===== config.mk =====
export PLATFORM = sky130hd
export DESIGN_NAME = proc_run_ctrl
export DESIGN_NICKNAME = d
export VERILOG_FILES = /design/src/rtl/proc_run_ctrl.sv
export SDC_FILE = /design/constraint.sdc
export NUM_CORES = 1
export LEC_CHECK = 0
export BUFFER_PORTS_ARGS = -buffer_cell sky130_fd_sc_hd__buf_2
export CAP_MARGIN = 10
export CORE_MARGIN = 1.5
export CORE_UTILIZATION = 35
export CTS_CLUSTER_SIZE = 10
export DETAILED_ROUTE_END_ITERATION = 7
export PLACE_DENSITY = 0.59
export SETUP_SLACK_MARGIN = 0.15
export SYNTH_ARGS = -nofsm -noshare
export SYNTH_HDL_FRONTEND = slang
export SYNTH_SLANG_ARGS = --single-unit

===== constraint.sdc =====
create_clock -name clk -period 5.75 [get_ports clk]
set_clock_uncertainty 0.15 [all_clocks]
set_input_delay 0.2875 -clock clk [delete_from_list [all_inputs] [get_ports clk]]
set_output_delay 0.2875 -clock clk [all_outputs]
set_load 0.01 [all_outputs]

===== src/rtl/proc_run_ctrl.sv =====
// proc_run_ctrl
//   Run sequencer that sits in front of the processor top level. It holds the
//   processor in reset for a programmable number of cycles, issues a
//   single-cycle req pulse, counts RUN cycles until the processor reports done
//   or the watchdog expires, and then parks in DONE so the result can be read.
//
// Ports
//   clk          in   1      system clock, all logic on posedge
//   reset        in   1      synchronous, active-high block reset
//   start        in   1      launch request, honoured in IDLE and DONE only
//   proc_done    in   1      processor done, honoured in RUN only
//   proc_reset   out  1      processor reset (high in IDLE and RST)
//   proc_req     out  1      processor req, one-cycle pulse in REQ
//   busy         out  1      high in RST, REQ, RUN
//   finished     out  1      high in DONE
//   timed_out    out  1      last run ended by the watchdog (valid when finished)
//   cycle_count  out  CNT_W  RUN cycles of the current/last run, saturating
//
// States
//   state | meaning
//   IDLE  | after reset, processor held in reset, waiting for start
//   RST   | processor reset asserted for RST_CYCLES cycles
//   REQ   | processor released, req pulsed for one cycle
//   RUN   | counting cycles, waiting for proc_done or watchdog
//   DONE  | run finished, count and timeout flag held, waiting for start

module proc_run_ctrl #(
    parameter int RST_CYCLES = 2,
    parameter int CNT_W      = 16,
    parameter int TIMEOUT    = 1000
) (
    input  logic             clk,
    input  logic             reset,
    input  logic             start,
    input  logic             proc_done,
    output logic             proc_reset,
    output logic             proc_req,
    output logic             busy,
    output logic             finished,
    output logic             timed_out,
    output logic [CNT_W-1:0] cycle_count
);

    typedef enum logic [2:0] {
        IDLE = 3'd0,
        RST  = 3'd1,
        REQ  = 3'd2,
        RUN  = 3'd3,
        DONE = 3'd4
    } state_t;

    // rst_cnt only ever holds RST_CYCLES-1 down to 0.
    localparam int RW = (RST_CYCLES > 1) ? $clog2(RST_CYCLES) : 1;
    localparam logic [RW-1:0] RST_LOAD = RW'(RST_CYCLES - 1);

    localparam logic [CNT_W-1:0] CNT_MAX = '1;

    // The watchdog compare is done in a domain at least 32 bits wide so a
    // TIMEOUT larger than the counter range simply never matches.
    localparam int CW = (CNT_W > 32) ? CNT_W : 32;
    localparam bit WD_EN = (TIMEOUT != 0);
    localparam logic [CW-1:0] WD_LAST = CW'(TIMEOUT) - CW'(1);

    state_t            state, state_nxt;
    logic [RW-1:0]     rst_cnt, rst_cnt_nxt;
    logic [CNT_W-1:0]  cnt_nxt;
    logic              to_nxt;
    logic              wd_hit;

    assign wd_hit = WD_EN && (CW'(cycle_count) == WD_LAST);

    always_ff @(posedge clk) begin
        if (reset) begin
            state       <= IDLE;
            rst_cnt     <= '0;
            cycle_count <= '0;
            timed_out   <= 1'b0;
        end else begin
            state       <= state_nxt;
            rst_cnt     <= rst_cnt_nxt;
            cycle_count <= cnt_nxt;
            timed_out   <= to_nxt;
        end
    end

    always_comb begin
        state_nxt   = state;
        rst_cnt_nxt = rst_cnt;
        cnt_nxt     = cycle_count;
        to_nxt      = timed_out;

        case (state)
            IDLE, DONE: begin
                if (start) begin
                    state_nxt   = RST;
                    rst_cnt_nxt = RST_LOAD;
                    cnt_nxt     = '0;
                    to_nxt      = 1'b0;
                end
            end
            RST: begin
                if (rst_cnt == '0) begin
                    state_nxt = REQ;
                end else begin
                    rst_cnt_nxt = rst_cnt - RW'(1);
                end
            end
            REQ: begin
                state_nxt = RUN;
            end
            RUN: begin
                // The exit edge counts as a RUN cycle too.
                if (cycle_count != CNT_MAX) begin
                    cnt_nxt = cycle_count + CNT_W'(1);
                end
                // Done has priority over a watchdog hit in the same cycle.
                if (proc_done) begin
                    state_nxt = DONE;
                    to_nxt    = 1'b0;
                end else if (wd_hit) begin
                    state_nxt = DONE;
                    to_nxt    = 1'b1;
                end
            end
            default: begin
                state_nxt = IDLE;
            end
        endcase
    end

    // Moore outputs; the processor stays out of reset in DONE so its state
    // remains inspectable.
    always_comb begin
        proc_reset = 1'b0;
        proc_req   = 1'b0;
        busy       = 1'b0;
        finished   = 1'b0;
        case (state)
            IDLE: proc_reset = 1'b1;
            RST: begin
                proc_reset = 1'b1;
                busy       = 1'b1;
            end
            REQ: begin
                proc_req = 1'b1;
                busy     = 1'b1;
            end
            RUN:  busy = 1'b1;
            DONE: finished = 1'b1;
            default: proc_reset = 1'b1;
        endcase
    end

endmodule

After elaboration in Yosys (flattened, before gate mapping)
Cells that the tools add are included.
Word-level totals
  register bits: 21
  bits in latches: 0
  memory bits (writable): 0
  bits in read-only memories: 0
  word-level logic and storage cells: 45
  memories kept: 0
Operators by class
  add/sub/neg operators: 2
  $mul: 0
  div/mod/pow operators: 0
  order comparisons: 0
  eq/ne operators: 10
  shift operators: 0
  mux-type cells: 19
  bitwise gates (word level): 0
  reduce and logical (&&, ||, !) cells: 10
Operators with widths (count)
  $mux W16: 2
  $pmux W16 S2: 1
  $add A16 B1 Y16 const B: 1
  $eq A16 B10 Y1 const B: 1
  $ne A16 B16 Y1 const B: 1
  $mux W3: 4
  $pmux W3 S4: 1
  $mux W1: 9
  $reduce_and A3 Y1: 3
  $eq A3 B2 Y1 const B: 2
  $ne A2 B2 Y1 const B: 3
  $reduce_or A3 Y1: 2
  $pmux W1 S2: 2
  $reduce_bool A2 Y1: 2
  $eq A3 B1 Y1 const B: 1
  $eq A3 B3 Y1 const B: 1
  $logic_not A3 Y1: 1
  $ne A3 B3 Y1 const B: 1
  $reduce_and A2 Y1: 1
  $reduce_or A2 Y1: 1
  $sub A1 B1 Y1 const B: 1

Depth between registers and ports, before layout
  depth after elaboration: 4
  depth in mapped cells: 7

Worst setup path after synthesis
Ideal clock, no wire load.
  path kind: register to register
  from: register cycle_count[0]
  to: register cycle_count[13]
  arrival: 1.666 ns
  required time: 5.480 ns
  setup slack: 3.814 ns
  stages on the path, launching flop included: 8
  buffers on the path: 1
  cells stage by stage: dfxtp_1 ha_1 and4_4 nand4_4 and2_4 buf_6 and3_1 a211o_1
Between the ends
  word-level cells in the longest chain between the ends: 3
  elaborated cells between the ends (all ways): 6
  classes of those cells: add/sub (1); eq/ne (2); mux (2); reduce/logical (1)
RTL lines
  start, declared: line 41  | output logic [CNT_W-1:0] cycle_count
  start signal, assigned: line 81  | cycle_count <= cnt_nxt;
  $add A16 B1 Y16 or $ne A16 B16 Y1 (tied branches): line 114, 113
  $mux W16 or $ne A2 B2 Y1 (tied branches)
  $pmux W16 S2 or $reduce_and A3 Y1 (tied branches)
Parallel ways exist; a longest one is shown, timed or not. The select of a mux whose other input is x is not followed.
A chain may end at the register's enable or synchronous reset.

Worst setup path after layout
  from: register state[1]
  to: register cycle_count[13]
Between the ends
  word-level cells in the longest chain between the ends: 4
  elaborated cells between the ends (all ways): 9
  classes of those cells: eq/ne (4); mux (1); reduce/logical (4)
RTL lines
  start, declared: line 64  | state_t state, state_nxt;
  start signal, assigned: line 79  | state <= state_nxt;
  $eq A3 B3 Y1 or $logic_not A3 Y1 (tied branches): line 92  | case (state)
  $reduce_or A2 Y1: line 92
  $ne A2 B2 Y1 (no line) or $reduce_bool A2 Y1 (tied branches)
  $reduce_and A3 Y1 (no line)
Parallel ways exist; a longest one is shown, timed or not.

==> qor.yml <==
status:
  status: "finished, final reports clean"
sta:
  post-route-period-util_pct: 34.5
  slew_headroom_pct: 71.0
  fin_crit_ns: 1.98
  finalSetupViolCount: 0
  fin_tns_setup_ns: 0
  drv_slew: 0
  holdWs_ns: 0.178
  max_freq_ghz: 0.505
  grt_setup_unrepaired: "false"
  worst_pin_slew_ns: 0.432
  hold_viol_final: 0
synthesis:
  yosys_warnings: 0
  synth_nets: 157
  synth_cells: 152
  ys_top_cells_by_area: "dfxtp_1, a21oi_1, nor2_1"
  synthTopCellsByCount: "dfxtp_1, nor2_1, a21oi_1"
  yosysTopAreaCellShare_pct: 35.7
  synth.most_common_cell: "dfxtp_1"
  syn_area_sq_um: 1180
  ys.flop_type: "dfxtp_1"
  seq_area_frac_synth_pct: 35.7
  async_reset_ff_share_pct: 0
  netlist-cell-type-count: 40
  synth_edf_count: 0
  avgSynthCellArea_sq_um: 7.74
  synth_top_cell_by_area: "dfxtp_1"
  ys_ff_latch: 21
layout:
  fillCellCount: 344
  area_growth_pct: 13.7
  diodes: 0
  layout-drive-gt1-share_pct: 19.8
  fin_nets: 178
power:
  power_density_nw_per_um2: 204
  leakagePower_nw: 0.572
  total_power_uw: 273
  vdd_drop_max_mv: 0.103
cts:
  clk_pin_slew_ns: 0.12
  cts_setup_buffers: 0
  htreeDepth: 1
  clk_path_buf_depth: 2
  cts_resized: 0
  clock_sinks: 21
  cts_tree: "yes"
  cts-root-buf: "clkbuf_4"
  cts_buffers: 3
  ctsHoldBuffers: 0
  clk_latency_ns: 0.31
floorplanning:
  rows: 20
  ios: 25
  die_y_um: 61.0
  die_width_um: 61.0
  die_area_sq_um: 3720
  start_util_pct: 37.6
  core_area_sq_um: 3130
detailed_routing:
  wl_met2_um: 1290
  drcViolationCount: 0
  num_vias: 1218
  wirelength_um: 2960
  dr.pass1.iters: 4
  wl_met1_um: 1510
  drtIter0Drc: 69
  dr.max_layer_used: "met4"
  routedWlPerCell_um: 13.7
  ant_nets: 0
  avgViaCountPerCell: 5.64
  met3_length_um: 132
worst_setup_path:
  path_cells: "nand3b_1 > nor2_1 > and2_4 > and3_1 > a211o_1"
  critPathLaunch: "state[1]"
  arrival_ns: 2.10
  critPathMaxFanout: 12
  worstReg2RegStart: "state[1]"
  slowest_delay_ns: 0.53
  cp-end-kind: "register"
  worstPathRequired_ns: 5.87
  path_class: "reg -> reg"
  cp_slowest_cell: "dfxtp_1"
  cp-start-kind: "register"
grt:
  antenna_found_initial: 0
  grt_pass1_wl_um: 5140
  first_global_vias: 1043
  grt_usage_pct: 18.4
  gr-total-overflow: 0
  grt_max_degree: 16
place:
  hpwlAfterDp_um: 2150
  numPortBuffers: 24
  globalplace.congestion: 0.810
min_path:
  hold_path.class: "in -> reg"
  min_from: "reset"
flow_run:
  drv_cap: 0
[through the flow]
step | instances | instance area [sq um] | utilization [%] | setup slack, ns
3_3_place_gp | 212 | 1310 | 41.9 | 3.81
6_report | 216 | 1340 | 42.8 | 3.77
2_1_floorplan | 152 | 1180 | - | 3.81
5_1_grt | 216 | 1340 | 42.8 | 3.58
4_1_cts | 216 | 1340 | 42.8 | 3.77
3_5_place_dp | 212 | 1310 | 41.9 | 3.81
[critical path, delay by kind of cell, from the launching register on]
kind / cells / cell delay [ns]
simple gates: 4 / 1.18
compound gates: 1 / 0.09
flops: 1 / 0.53
[flip-flops by register name, indices dropped and copies added (netlist names)]
| register | cells |
|---|---|
| state | 3 |
| cycle_count | 16 |
| timed_out | 1 |
| rst_cnt | 1 |
[final cells by class]
type / instances / area (sq um) / share of cell area [%]
multi-input cells: 122 / 711 / 53.1
flip-flops and latches: 21 / 420 / 31.4
repair buffers: 24 / 120 / 8.98
well taps: 44 / 55.1 / 4.12
clock buffers: 3 / 22.5 / 1.68
clock inverters: 1 / 5.00 / 0.374
inverters: 1 / 3.75 / 0.281
[final timing paths]
| kind | endpoint | slack, ns | cells past startpoint |
|---|---|---|---|
| max | cycle_count[13] | 3.77 | 5 |
| min | timed_out | 0.18 | 2 |
| min reg2reg | rst_cnt | 0.35 | 2 |
| max reg2reg | cycle_count[13] | 3.77 | 5 |
[cells in the final DEF (no fill, tap or decap), drive strengths merged, types with 2 or more instances in the layout]
| cell type | n |
|---|---|
| nor2b | 2 |
| o211ai | 2 |
| a31oi | 5 |
| nand4 | 6 |
| nor4 | 2 |
| nand3 | 11 |
| o21ai | 17 |
| nor2 | 17 |
| nand2 | 10 |
| and4 | 4 |
| a211oi | 2 |
| and3 | 7 |
| dfxtp | 21 |
| a21o | 3 |
| nor3 | 7 |
| a211o | 2 |
| clkbuf | 3 |
| buf | 24 |
| a21oi | 12 |
[power by group]
part           internal, mW  leakage [nW]  total (mW)  switching, mW
Combinational        0.0163         0.384      0.0429         0.0266
Clock                0.0260        0.0177      0.0723         0.0463
Sequential            0.150         0.170       0.157        0.00753
Total                 0.192         0.572       0.273         0.0805
[logic make-up after synthesis]
kind of cell	share of synthesized area [%]
AO/OA/AOI/OAI	24.0
flip-flops	35.7
adder cells (fa/ha/maj)	1.06
buffers and inverters	3.83
AND/OR/NAND/NOR	35.3
[layer usage]
layer / GRT usage, % / vias to the layer above
met5: 0 / -
met4: 6.52 / 0
met3: 2.77 / 4
met2: 25.0 / 29
met1: 28.8 / 570
li1: - / 615
No activity file was read; power rests on OpenSTA's default activity.
